## config.mk

```make
export PLATFORM = sky130hd
export DESIGN_NAME = mux_scan_sequencer_flat
export DESIGN_NICKNAME = d
export VERILOG_FILES = /design/src/rtl/mux_scan_sequencer_if.sv /design/src/rtl/mux_scan_sequencer.sv /design/src/flat_wrapper.sv
export SDC_FILE = /design/constraint.sdc
export NUM_CORES = 1
export LEC_CHECK = 0
export ABC_AREA = 1
export BUFFER_PORTS_ARGS = -buffer_cell sky130_fd_sc_hd__buf_2
export CAP_MARGIN = 20
export CORE_MARGIN = 4
export CORE_UTILIZATION = 49
export DETAILED_ROUTE_END_ITERATION = 10
export GPL_ROUTABILITY_DRIVEN = 0
export PLACE_DENSITY = 0.87
export SLEW_MARGIN = 25
export SYNTH_ARGS = -nofsm -noshare
export SYNTH_HDL_FRONTEND = slang
export SYNTH_SLANG_ARGS = --single-unit
```

## constraint.sdc

```tcl
create_clock -name clock -period 1.5 [get_ports clock]
set_input_delay 0.15 -clock clock [delete_from_list [all_inputs] [get_ports clock]]
set_output_delay 0.15 -clock clock [all_outputs]
set_load 0.02 [all_outputs]
```

## src/rtl/mux_scan_sequencer_if.sv

```systemverilog
// Bus bundle between the scan sequencer, the ADC front end and the sample consumer.
// The slave modport is the sequencer's view; the master is the environment's view.
interface mux_scan_sequencer_if #(
  parameter int unsigned ADC_W = 12
);
  logic             start;
  logic             continuous;
  logic             stop;
  logic [4:0]       A_in;
  logic             adc_start;
  logic             adc_done;
  logic [ADC_W-1:0] adc_data;
  logic             sample_valid;
  logic [ADC_W-1:0] sample_data;
  logic [4:0]       sample_ch;
  logic             sample_err;
  logic             frame_start;
  logic             frame_done;
  logic             busy;

  modport slave (
    input  start, continuous, stop, adc_done, adc_data,
    output A_in, adc_start, sample_valid, sample_data, sample_ch, sample_err,
           frame_start, frame_done, busy
  );

  modport master (
    output start, continuous, stop, adc_done, adc_data,
    input  A_in, adc_start, sample_valid, sample_data, sample_ch, sample_err,
           frame_start, frame_done, busy
  );
endinterface

```

## src/rtl/mux_scan_sequencer.sv

```systemverilog
// Steps the mux channel index, waits for settling, triggers one ADC conversion per
// channel and emits a tagged sample; single-frame or continuous scanning.
module mux_scan_sequencer #(
  parameter int unsigned NUM_CH        = 32,
  parameter int unsigned SETTLE_CYCLES = 16,
  parameter int unsigned ADC_W         = 12,
  parameter int unsigned TIMEOUT       = 64
) (
  input logic                clock,
  input logic                reset,
  mux_scan_sequencer_if.slave bus
);

  typedef enum logic [2:0] {StIdle, StSettle, StConvert, StWait, StSample} state_e;

  localparam logic [4:0] LastCh     = 5'(NUM_CH - 1);
  localparam logic [7:0] SettleLoad = 8'(SETTLE_CYCLES - 1);
  localparam logic [7:0] WaitLast   = 8'(TIMEOUT - 1);

  state_e     state_q;
  logic [7:0] settle_cnt_q;
  logic [7:0] wait_cnt_q;
  logic       stop_q;

  always_ff @(posedge clock) begin
    if (reset) begin
      state_q          <= StIdle;
      settle_cnt_q     <= '0;
      wait_cnt_q       <= '0;
      stop_q           <= 1'b0;
      bus.A_in         <= '0;
      bus.adc_start    <= 1'b0;
      bus.sample_valid <= 1'b0;
      bus.sample_data  <= '0;
      bus.sample_ch    <= '0;
      bus.sample_err   <= 1'b0;
      bus.frame_start  <= 1'b0;
      bus.frame_done   <= 1'b0;
      bus.busy         <= 1'b0;
    end else begin
      // Strobes default low; each is raised for exactly one cycle below.
      bus.adc_start    <= 1'b0;
      bus.sample_valid <= 1'b0;
      bus.frame_start  <= 1'b0;
      bus.frame_done   <= 1'b0;

      if (state_q != StIdle && bus.stop) begin
        stop_q <= 1'b1;
      end

      unique case (state_q)
        StIdle: begin
          if (bus.start) begin
            state_q         <= StSettle;
            bus.A_in        <= '0;
            settle_cnt_q    <= SettleLoad;
            bus.frame_start <= 1'b1;
            bus.busy        <= 1'b1;
          end
        end
        StSettle: begin
          if (settle_cnt_q == 8'd0) begin
            state_q       <= StConvert;
            bus.adc_start <= 1'b1;
          end else begin
            settle_cnt_q <= settle_cnt_q - 8'd1;
          end
        end
        StConvert: begin
          wait_cnt_q <= '0;
          state_q    <= StWait;
        end
        StWait: begin
          if (bus.adc_done || wait_cnt_q == WaitLast) begin
            state_q          <= StSample;
            bus.sample_valid <= 1'b1;
            bus.sample_ch    <= bus.A_in;
            bus.frame_done   <= (bus.A_in == LastCh);
            bus.sample_data  <= bus.adc_done ? bus.adc_data : '0;
            bus.sample_err   <= ~bus.adc_done;
          end else begin
            wait_cnt_q <= wait_cnt_q + 8'd1;
          end
        end
        StSample: begin
          if (bus.A_in != LastCh) begin
            state_q      <= StSettle;
            bus.A_in     <= bus.A_in + 5'd1;
            settle_cnt_q <= SettleLoad;
          end else if (bus.continuous && !stop_q && !bus.stop) begin
            state_q         <= StSettle;
            bus.A_in        <= '0;
            settle_cnt_q    <= SettleLoad;
            bus.frame_start <= 1'b1;
          end else begin
            state_q  <= StIdle;
            bus.A_in <= '0;
            bus.busy <= 1'b0;
            stop_q   <= 1'b0;
          end
        end
        default: begin
          state_q  <= StIdle;
          bus.busy <= 1'b0;
        end
      endcase
    end
  end

endmodule

```

## src/flat_wrapper.sv

```systemverilog
// flat-port wrapper written by rule: the top's interface ports become plain ports
module mux_scan_sequencer_flat 
#(
  parameter int unsigned NUM_CH        = 32,
  parameter int unsigned SETTLE_CYCLES = 16,
  parameter int unsigned ADC_W         = 12,
  parameter int unsigned TIMEOUT       = 64
)
  (clock, reset, bus_start, bus_continuous, bus_stop, bus_adc_done, bus_adc_data, bus_A_in, bus_adc_start, bus_sample_valid, bus_sample_data, bus_sample_ch, bus_sample_err, bus_frame_start, bus_frame_done, bus_busy);
  mux_scan_sequencer_if #(.ADC_W(ADC_W)) bus_i ();
  input logic clock;
  input logic reset;
  input wire logic [$bits(bus_i.start)-1:0] bus_start;
  input wire logic [$bits(bus_i.continuous)-1:0] bus_continuous;
  input wire logic [$bits(bus_i.stop)-1:0] bus_stop;
  input wire logic [$bits(bus_i.adc_done)-1:0] bus_adc_done;
  input wire logic [$bits(bus_i.adc_data)-1:0] bus_adc_data;
  output wire logic [$bits(bus_i.A_in)-1:0] bus_A_in;
  output wire logic [$bits(bus_i.adc_start)-1:0] bus_adc_start;
  output wire logic [$bits(bus_i.sample_valid)-1:0] bus_sample_valid;
  output wire logic [$bits(bus_i.sample_data)-1:0] bus_sample_data;
  output wire logic [$bits(bus_i.sample_ch)-1:0] bus_sample_ch;
  output wire logic [$bits(bus_i.sample_err)-1:0] bus_sample_err;
  output wire logic [$bits(bus_i.frame_start)-1:0] bus_frame_start;
  output wire logic [$bits(bus_i.frame_done)-1:0] bus_frame_done;
  output wire logic [$bits(bus_i.busy)-1:0] bus_busy;
  assign bus_i.start = bus_start;
  assign bus_i.continuous = bus_continuous;
  assign bus_i.stop = bus_stop;
  assign bus_i.adc_done = bus_adc_done;
  assign bus_i.adc_data = bus_adc_data;
  assign bus_A_in = bus_i.A_in;
  assign bus_adc_start = bus_i.adc_start;
  assign bus_sample_valid = bus_i.sample_valid;
  assign bus_sample_data = bus_i.sample_data;
  assign bus_sample_ch = bus_i.sample_ch;
  assign bus_sample_err = bus_i.sample_err;
  assign bus_frame_start = bus_i.frame_start;
  assign bus_frame_done = bus_i.frame_done;
  assign bus_busy = bus_i.busy;
  mux_scan_sequencer #(.NUM_CH(NUM_CH), .SETTLE_CYCLES(SETTLE_CYCLES), .ADC_W(ADC_W), .TIMEOUT(TIMEOUT)) u_core (.clock(clock), .reset(reset), .bus(bus_i));
endmodule
```

# [Word level (Yosys, flattened, before mapping)]
# Index checks and enable logic that the tools add are counted.
[op_classes] add_sub_neg=3 eq_ne=15 n_mux=31 bitwise=5 n_reduce_logical=22
[op_table] operator="2-to-1 mux 8 bit" n=5
[op_table] operator="case mux 8 bit (3 select lines)" n=1
[op_table] operator="case mux 8 bit (2 select lines)" n=1
[op_table] operator="case mux 3 bit (5 select lines)" n=1
[op_table] operator="2-to-1 mux 1 bit" n=13
[op_table] operator="2-to-1 mux 12 bit" n=1
[op_table] operator="2-to-1 mux 3 bit" n=4
[op_table] operator="2-to-1 mux 5 bit" n=2
[op_table] operator="!= test 2 bit (second input constant)" n=5
[op_table] operator="case mux 5 bit (2 select lines)" n=1
[op_table] operator="adder 8 x 1 -> 8 bit (second input constant)" n=1
[op_table] operator="== test 8 x 6 -> 1 bit (second input constant)" n=1
[op_table] operator="logical NOT 8 bit" n=1
[op_table] operator="AND reduction 4 bit" n=2
[op_table] operator="subtractor 8 x 1 -> 8 bit (second input constant)" n=1
[op_table] operator="== test 3 x 2 -> 1 bit (second input constant)" n=2
[op_table] operator="AND reduction 2 bit" n=3
[op_table] operator="nonzero test 3 bit" n=2
[op_table] operator="OR reduction 3 bit" n=2
[op_table] operator="adder 5 x 1 -> 5 bit (second input constant)" n=1
[op_table] operator="== test 5 bit (second input constant)" n=1
[op_table] operator="!= test 5 bit (second input constant)" n=1
[op_table] operator="NOT 1 bit" n=5
[op_table] operator="!= test 2 x 1 -> 1 bit (second input constant)" n=2
[op_table] operator="other kinds (12)" n=17
[totals] regBits=48 inputBits=18 out_inout_bits=28 wordCells=89

# [Longest topological paths before layout]
# Gate-level depths: netlist of run 1.
[logic_depth] depth_word=6 ltp_mapped=11 ltp_nobuf=11

# [Least setup slack after synthesis of run 1]
# No wires, ideal clock.
[synth_timing] path_type="register to register" from="register u_core.bus.A_in[0]" to="register u_core.settle_cnt_q[3]" setup_ps=136 t_arrival_ps=1648 required_time_ps=1364 path_slack_ps=-284 stages_incl_launch_ff=12 path_buffers=0 period_less_slack_ps=1784 path_cell_list="dfxtp_1 -> ha_1 -> inv_1 -> nor3_1 -> ha_1 -> nand3_1 -> nor2_1 -> nor2_2 -> nand2_2 -> inv_2 -> nand2_1 -> a21oi_2"
[synth_between] elab_chain_cells=3 elab_cells_between_ends=5 cone_classes="eq/ne: 2; mux: 2; reduce/logical: 1"
[synth_lines] element="start, declared" line_no="mux_scan_sequencer_if.sv:23" text="output A_in, adc_start, sample_valid, sample_data, sample_ch, sample_err,"
[synth_lines] element="start signal, assigned" line_no="mux_scan_sequencer.sv:88" text="bus.A_in <= bus.A_in + 5'd1;"
[synth_lines] element="!= test 5 bit *" line_no="mux_scan_sequencer.sv:86" text="if (bus.A_in != LastCh) begin"
[synth_lines] element="!= test 3 x 1 -> 1 bit (no line) or 2-to-1 mux 8 bit (tied branches)"
[synth_lines] element="AND reduction 4 bit (no line) or case mux 8 bit (3 select lines) (tied branches)"
[synth_lines] element="end signal, assigned" line_no="mux_scan_sequencer.sv:66" text="settle_cnt_q <= settle_cnt_q - 8'd1;"
[synth_lines] element="end signal, assigned" line_no="mux_scan_sequencer.sv:89" text="settle_cnt_q <= SettleLoad;"
[synth_lines] element="end signal, assigned" line_no="mux_scan_sequencer.sv:93" text="settle_cnt_q <= SettleLoad;"
[synth_lines] element="end, declared" line_no="mux_scan_sequencer.sv:21" text="logic [7:0] settle_cnt_q;"
# Mark *: on every way between the ends. The rest lies on a longest branch, timed or not.
# A chain may end at the register's enable or synchronous reset.

# [Worst setup path in the final report of run 1]
[layout_timing] from="register u_core.bus.A_in[1]" to="register u_core.settle_cnt_q[7]"
# Same word-level chain as after synthesis.

==> impl_metrics.csv, run 1 <==
group,metric,value,unit
outcome,run_status,"finished with violations",
outcome,failing_checks,"negative setup slack",
cts,cts_max_level,2,
worst_setup_path,critical-path-slowest-cell,"sky130_fd_sc_hd__dfxtp_4",
floorplan,fp.dieH,76.25,um
timing,grt_setup_unrepaired,"yes",
place,place_hpwl,4235,um
worst_setup_path,crit_path_cell_trace,"ha_4 -> inv_2 -> nor3_2 -> ha_2 -> nand3_4 -> nor2_4 -> nor2_4 -> nand2_4 -> nor2_1 -> nor2_1 -> nor2_1",
logic_synthesis,post_synth_inst_count,315,
cts,insertion_delay,0.31,ns
place,numPortBuffers,45,
worst_setup_path,path_common_cell,"sky130_fd_sc_hd__nor2_1",
logic_synthesis,synth_area_per_cell,7.245,um^2
timing,slew_headroom,76.15,%
finish,fraction_of_layout_instances_using_a_drive_strength_above_1,35.73,%
timing,timing_hold_violations_final,0,
worst_setup_path,critPathMaxStageDelay,0.37,ns
drt,route.detailed.vias_per_inst,5.356,
floorplan,io_pins,46,
timing,final.setup.tns,-0.04353,ns
cts,post_cts_hold_buffer_count,0,
worst_setup_path,critical_path.startpoint_type,"flop",
finish,layout.filler_cells,353,
grt,grt_max_degree,20,
floorplan,num_rows,24,
worst_setup_path,crit_start,"u_core.bus.A_in[1]",
drt,dr_wl_met3,297,um
drt,drc_violations_left,0,
drt,dr.first_iter.drc_count,126,
worst_setup_path,cp.buffers_inverters,1,
flow_run,cap_viol_max_count,0,
logic_synthesis,ys_warn_count,0,
hold_path,hold_start,"bus_adc_data[11]",
timing,clock_skew,0.001711,ns
grt,grt_pass1_vias,2219,
drt,met2_wirelength,3177,um
drt,antenna_left,0,
floorplan,die_area,5813,um^2
drt,vias,2362,
logic_synthesis,yosys.area.top_type,"sky130_fd_sc_hd__dfxtp_1",
logic_synthesis,synth-seq-cells,48,
hold_path,hold_class,"in -> reg",
logic_synthesis,synthesis.nets,338,
worst_setup_path,cp_top_family,"simple AND/OR/NAND/NOR gates",
timing,timing.final.crit_share,101.1,%
worst_setup_path,timing.critical_path.fanout_max,5,
cts,clk_transition_reported_paths,0.09,ns
floorplan,floorplan.core_area,4444,um^2
timing,setup_viol,5,
grt,grt_usage,21.22,%
power_and_ir_drop,power_density,1274,nW/um^2
timing,finalWorstPathRequiredPeriod,1.517,ns
finish,multi_input_area,1321,um^2
worst_setup_path,endpoint_kind,"flop",
timing,timing.final.max_slew_violations,0,
logic_synthesis,fraction_of_synthesis_flops_using_an_asynchronous_set_or_reset_pin,0,%
grt,globalRoute.totalOverflow,0,
finish,finalNetCount,411,
cts,clk_path_buf_depth,2,
logic_synthesis,synth-seq-area-share,42.11,%
cts,cts_tree,"done",
worst_setup_path,critical_path_class,"reg -> reg",
worst_setup_path,regToRegSetupSlack,-0.02,ns
cts,cts-root-buf,"sky130_fd_sc_hd__clkbuf_8",
drt,first_pass_iters,6,
grt,antenna_violations_before_repair,0,
floorplan,floorplan.die.width,76.25,um
drt,wl_met1,2560,um
finish,area_overhead_of_the_layout_relative_to_synthesis,32.68,%
timing,worst_slew_pin_slew,0.3578,ns
worst_setup_path,worst_ep_arrival_time,1.73,ns
power_and_ir_drop,total_leakage_power,1.270,nW
grt,global_route_wire_length_before_repair,10150,um
power_and_ir_drop,power.ir.vdd_worst,1201,uV
logic_synthesis,number_of_flops_mapped_to_enable_cells_by_yosys,0,
drt,highest_layer,"met4",
timing,max_clock_freq,659.2,MHz
logic_synthesis,syn_area,2282,um^2
drt,avgRoutedWirePerCell,14.20,um
logic_synthesis,synth_ff_type,"sky130_fd_sc_hd__dfxtp_1",
worst_setup_path,crit-reg2reg-launch,"u_core.bus.A_in[1]",
cts,number_of_clock_sinks_seen_by_cts,48,
cts,cts_buffer_count,5,
worst_setup_path,required,1.71,ns
logic_synthesis,synth_area_leaders,"sky130_fd_sc_hd__dfxtp_1, sky130_fd_sc_hd__nand2_1, sky130_fd_sc_hd__a21oi_1",
timing,setup_slack,-0.01693,ns
finish,seq_area,975.9,um^2
logic_synthesis,synth.lib_cells_used.distinct,34,
finish,antenna_cells_inserted,0,
floorplan,effective_utilization_at_floorplan,51.35,%
timing,fin_hold_ws,0.08142,ns
logic_synthesis,yosysTopAreaCellShare,42.11,%
drt,route.final.wire_length,6263,um
-- synthesized netlist by cell type, types with 3 or more instances --
cell type and count:
sky130_fd_sc_hd__a21oi_1 36, sky130_fd_sc_hd__a21oi_2 5, sky130_fd_sc_hd__clkbuf_1 3, sky130_fd_sc_hd__dfxtp_1 48
sky130_fd_sc_hd__ha_1 5, sky130_fd_sc_hd__inv_1 21, sky130_fd_sc_hd__inv_2 5, sky130_fd_sc_hd__nand2_1 85
sky130_fd_sc_hd__nand2_2 3, sky130_fd_sc_hd__nand3_1 23, sky130_fd_sc_hd__nand3_2 3, sky130_fd_sc_hd__nand4_1 3
sky130_fd_sc_hd__nor2_1 35, sky130_fd_sc_hd__nor2_2 3, sky130_fd_sc_hd__nor3_1 4, sky130_fd_sc_hd__o21ai_0 7
sky130_fd_sc_hd__o21ai_1 3, sky130_fd_sc_hd__xor2_1 3
-- final cells by class --
cell class / count / area share [%]
Multi-Input combinational cell: 233 / 43.64
Sequential cell: 48 / 32.23
Timing Repair Buffer: 72 / 14.67
Inverter: 28 / 3.636
Clock buffer: 5 / 2.273
Tap cell: 52 / 2.149
Clock inverter: 3 / 1.405
-- timing repair --
item	CTS	global route
resized for setup	8	26
gates cloned	1	0
endpoints found under the setup margin	14	41
pin swaps	5	7
setup buffers	0	3
-- cells in the final DEF (no fill, tap or decap), types with 3 or more instances in the layout --
cell type | netlist | layout
sky130_fd_sc_hd__nand2_1 | 85 | 76
sky130_fd_sc_hd__buf_2 | 2 | 45
sky130_fd_sc_hd__dfxtp_1 | 48 | 40
sky130_fd_sc_hd__a21oi_1 | 36 | 35
sky130_fd_sc_hd__nor2_1 | 35 | 31
sky130_fd_sc_hd__buf_4 | 0 | 25
sky130_fd_sc_hd__nand3_1 | 23 | 22
sky130_fd_sc_hd__inv_1 | 21 | 19
sky130_fd_sc_hd__nand2_2 | 3 | 11
sky130_fd_sc_hd__inv_2 | 5 | 6
sky130_fd_sc_hd__o21ai_0 | 7 | 6
sky130_fd_sc_hd__a21oi_2 | 5 | 6
sky130_fd_sc_hd__dfxtp_2 | 0 | 6
sky130_fd_sc_hd__clkbuf_8 | 0 | 5
sky130_fd_sc_hd__nor2_4 | 0 | 4
sky130_fd_sc_hd__nand3_4 | 2 | 4
sky130_fd_sc_hd__o21ai_1 | 3 | 4
sky130_fd_sc_hd__nor2_2 | 3 | 3
sky130_fd_sc_hd__nand2_4 | 1 | 3
sky130_fd_sc_hd__nand4_1 | 3 | 3
sky130_fd_sc_hd__xor2_1 | 3 | 3
-- power breakdown --
part | leakage [nW] | total, mW | switching (mW) | internal (mW)
Sequential | 0.394 | 1.53 | 0.136 | 1.40
Combinational | 0.822 | 1.39 | 0.884 | 0.501
Clock | 0.0541 | 0.939 | 0.446 | 0.493
Total | 1.27 | 3.86 | 1.47 | 2.39
-- layer usage --
metal	GRT usage [%]	vias up
met5	0	-
met4	8.877	0
met3	5.556	25
met2	36.29	74
met1	25.07	1091
li1	-	1172
-- worst register-to-register path: stages, from the launching register on --
cell                      delay, ns
sky130_fd_sc_hd__dfxtp_4       0.37
sky130_fd_sc_hd__ha_4          0.13
sky130_fd_sc_hd__inv_2         0.03
sky130_fd_sc_hd__nor3_2        0.11
sky130_fd_sc_hd__ha_2          0.23
sky130_fd_sc_hd__nand3_4       0.09
sky130_fd_sc_hd__nor2_4        0.12
sky130_fd_sc_hd__nor2_4        0.06
sky130_fd_sc_hd__nand2_4       0.10
sky130_fd_sc_hd__nor2_1        0.06
sky130_fd_sc_hd__nor2_1        0.08
sky130_fd_sc_hd__nor2_1        0.04
-- per-stage QoR --
stage	setup WS [ns]	utilization (%)	instances	power, mW	instance area, um^2
2_1_floorplan	-0.06753	-	315	2.372	2322
3_3_place_gp	-0.01463	62.30	429	2.663	2769
3_5_place_dp	-0.09294	62.30	429	2.720	2769
4_1_cts	-0.02291	65.60	438	3.698	2915
5_1_grt	-0.1438	68.13	441	4.100	3028
6_report	-0.01693	68.13	441	3.857	3028
-- final timing paths --
| check | to | cells after the start |
|---|---|---|
| setup / recovery | u_core.settle_cnt_q[7] | 11 |
| setup reg to reg | u_core.settle_cnt_q[7] | 11 |
| hold / removal | u_core.bus.sample_data[11] | 3 |
| hold reg to reg | u_core.bus.sample_ch[4] | 2 |
-- cells by family after synthesis --
group,Yosys count,share of synthesized area [%]
XOR/XNOR,5,1.919
adder cells (fa/ha/maj),5,2.741
flip-flops,48,42.11
AO/OA/AOI/OAI,53,12.66
AND/OR/NAND/NOR,169,34.27
buffers and inverters,35,6.305
-- registers in the layout (all words and copies together) (netlist names), 3 cells and up --
register / cells
u_core.state_q: 3
u_core.bus.sample_data: 12
u_core.bus.sample_ch: 5
u_core.wait_cnt_q: 8
u_core.bus.A_in: 5
u_core.settle_cnt_q: 8
(Power assumes the default switching activity.)
==> run 2, diff against run 1 <==
--- a/config.mk
+++ b/config.mk
@@ -9,10 +9,10 @@
 export BUFFER_PORTS_ARGS = -buffer_cell sky130_fd_sc_hd__buf_2
 export CAP_MARGIN = 20
 export CORE_MARGIN = 4
-export CORE_UTILIZATION = 49
+export CORE_UTILIZATION = 54
 export DETAILED_ROUTE_END_ITERATION = 10
 export GPL_ROUTABILITY_DRIVEN = 0
-export PLACE_DENSITY = 0.87
+export PLACE_DENSITY = 0.91
 export SLEW_MARGIN = 25
 export SYNTH_ARGS = -nofsm -noshare
 export SYNTH_HDL_FRONTEND = slang
==> constraint.sdc (replaced) <==
create_clock -name clock -period 1.4 [get_ports clock]
set_input_delay 0.14 -clock clock [delete_from_list [all_inputs] [get_ports clock]]
set_output_delay 0.14 -clock clock [all_outputs]
set_load 0.02 [all_outputs]
==> run 2 against run 1 <==
Net effect: the run still ends with negative setup slack left; global-route usage grew 7.0 points; register-to-register slack lost 0.38 ns; count of clock-buffer cells in the layout grew 1; worst setup slack lost 0.38 ns; flip-flop and latch count is the same; via count grew 23%; core utilization grew 19 points; first-iteration DRC count grew to 3.4 times the previous value.
==> impl_metrics.csv, run 2 (synthesized netlist as in run 1, its figures left out) <==
group,metric,value,unit
outcome,run_status,"finished with violations",
outcome,failing_checks,"negative setup slack",
worst_setup_path,critical_path.startpoint_type,"flop",
grt,grt_usage,28.19,%
hold_path,worstHoldPathCells,3,
floorplan,floorplan.die.width,73.01,um
power_and_ir_drop,power_density,1293,nW/um^2
cts,clk_path_buf_depth,2,
grt,antenna_violations_before_repair,0,
power_and_ir_drop,power.ir.vdd_worst,1799,uV
timing,max_clock_freq,557.8,MHz
power_and_ir_drop,total_leakage_power,1.415,nW
timing,clock_skew,0.01573,ns
floorplan,fp.dieH,73.01,um
floorplan,die_area,5330,um^2
timing,fin_hold_ws,0.06435,ns
timing,timing.final.max_slew_violations,0,
worst_setup_path,critical-path-slowest-cell,"sky130_fd_sc_hd__dfxtp_4",
cts,clk_transition_reported_paths,0.09,ns
hold_path,holdPathEnd,"u_core.bus.sample_data[4]",
drt,drc_violations_left,0,
worst_setup_path,critical_path_class,"reg -> reg",
finish,largest_registers,"u_core.bus.sample_data: 12 flops, u_core.settle_cnt_q: 8 flops, u_core.wait_cnt_q: 8 flops",
finish,layout.filler_cells,178,
worst_setup_path,crit-reg2reg-launch,"u_core.bus.A_in[1]",
grt,grt_max_degree,17,
timing,setup_viol,40,
worst_setup_path,endpoint_kind,"flop",
worst_setup_path,worst_reg2reg_path_length_in_cells,11,
flow_run,cap_viol_max_count,0,
place,place_hpwl,4402,um
cts,cts-root-buf,"sky130_fd_sc_hd__clkbuf_8",
timing,grt_setup_unrepaired,"yes",
grt,grt_pass1_vias,2476,
timing,finalWorstPathRequiredPeriod,1.793,ns
finish,top_register,"u_core.bus.sample_data",
grt,globalRoute.totalOverflow,0,
drt,first_pass_iters,7,
hold_path,hold_start,"bus_adc_data[4]",
cts,cts_tree,"done",
cts,insertion_delay,0.33,ns
finish,layout_commonest_cell,"sky130_fd_sc_hd__nand2_1",
finish,most-common-layout-cells,"sky130_fd_sc_hd__nand2_1, sky130_fd_sc_hd__buf_2, sky130_fd_sc_hd__dfxtp_1",
place,dpl_worst_slack,-0.2009,ns
timing,worst_slew_pin_slew,0.4793,ns
worst_setup_path,required,1.62,ns
floorplan,effective_utilization_at_floorplan,56.24,%
timing,setup_slack,-0.3927,ns
worst_setup_path,path_common_cell,"sky130_fd_sc_hd__ha_4",
cts,cts_max_level,2,
finish,area_overhead_of_the_layout_relative_to_synthesis,54.33,%
timing,slew_headroom,68.05,%
drt,vias,2902,
drt,avgRoutedWirePerCell,22.66,um
cts,number_of_clock_sinks_seen_by_cts,48,
worst_setup_path,timing.critical_path.fanout_max,4,
finish,fraction_of_layout_instances_using_a_drive_strength_above_1,50.50,%
drt,dr.first_iter.drc_count,426,
floorplan,floorplan.core_area,4058,um^2
timing,timing.final.crit_share,128.1,%
worst_setup_path,endpoint_of_the_lowest_slack_register_to_register_path,"u_core.state_q[0]",
floorplan,num_rows,23,
drt,antenna_left,0,
floorplan,io_pins,46,
worst_setup_path,critPathMaxStageDelay,0.37,ns
finish,flip_flop_count_of_the_largest_register_after_layout,12,
cts,cts_buffer_count,5,
place,numPortBuffers,45,
drt,route.detailed.vias_per_inst,6.449,
hold_path,hold_class,"in -> reg",
timing,timing_hold_violations_final,0,
drt,route.final.wire_length,10200,um
worst_setup_path,crit_path_cell_trace,"ha_4 -> inv_4 -> nor3_4 -> ha_4 -> buf_4 -> buf_6 -> nand2_2 -> nand2_4 -> o21ai_2 -> nor2_2 -> nor2_1",
finish,finalNetCount,422,
worst_setup_path,regToRegSetupSlack,-0.39,ns
finish,antenna_cells_inserted,0,
grt,global_route_wire_length_before_repair,11500,um
worst_setup_path,worst_ep_arrival_time,2.01,ns
power_and_ir_drop,fin_total_pwr,4.553,mW
-- run 2: layout make-up --
class                   instances  area [um^2]  area share, %
clock buffers                   6        72.57          2.060
clock inverters                 2        12.51         0.3552
inverters                      28        117.6          3.339
multi-input cells             233         1664          47.25
flip-flops and latches         48        980.9          27.85
well taps                      50        62.56          1.776
repair buffers                 83        611.8          17.37
-- run 2: how the worst max path moves through the flow --
stage                            start                endpoint  slack, ns  cells after the start
detailed placement  u_core.bus.A_in[1]  u_core.settle_cnt_q[3]      -0.20                     11
CTS                 u_core.bus.A_in[1]  u_core.settle_cnt_q[3]      -0.14                     11
global placement    u_core.bus.A_in[1]  u_core.settle_cnt_q[3]      -0.12                     11
global route        u_core.bus.A_in[1]       u_core.state_q[0]      -0.45                     11
finish              u_core.bus.A_in[1]       u_core.state_q[0]      -0.39                     11
floorplan           u_core.bus.A_in[1]  u_core.settle_cnt_q[3]      -0.17                     11
-- run 2: layer usage --
metal / share of wire [%] / vias up / wire (um) / track usage (%)
met5: 0 / - / 0 / 0
met4: 8.2 / 0 / 833 / 17.21
met3: 9.9 / 100 / 1005 / 7.438
met2: 48 / 270 / 4940 / 46.77
met1: 34 / 1333 / 3416 / 32.03
li1: - / 1199 / - / -
-- run 2: critical path: cells and delay by family, from the launching register on --
kind / cells / cell delay [ns]
and+or+nand+nor: 5 / 0.65
DFF: 1 / 0.37
buffers and inverters: 3 / 0.26
adders and majority gates: 2 / 0.33
AOI/OAI and AO/OA: 1 / 0.06
-- run 2: metrics by stage --
stage	instance area, um^2	utilization (%)	setup TNS (ns)	std cells
floorplan	2345	-	-1.101	315
global placement	2861	70.52	-0.8496	435
detailed placement	2861	70.52	-1.852	435
CTS	3089	76.13	-1.246	449
global route	3522	86.80	-6.394	450
finish	3522	86.80	-4.476	450
-- run 2: power by group --
group	leakage [nW]	switching [mW]	internal [mW]	total [mW]
logic	0.979	1.30	0.707	2.00
clock network	0.0412	0.515	0.350	0.865
registers	0.395	0.184	1.50	1.68
-- run 2: repair_timing --
action,4_1_cts,5_1_grt
setup buffers,3,1
gates resized for setup,19,106
pin swaps,17,21
endpoints found under the setup margin,22,45
hold buffers,0,0
gates cloned,3,1
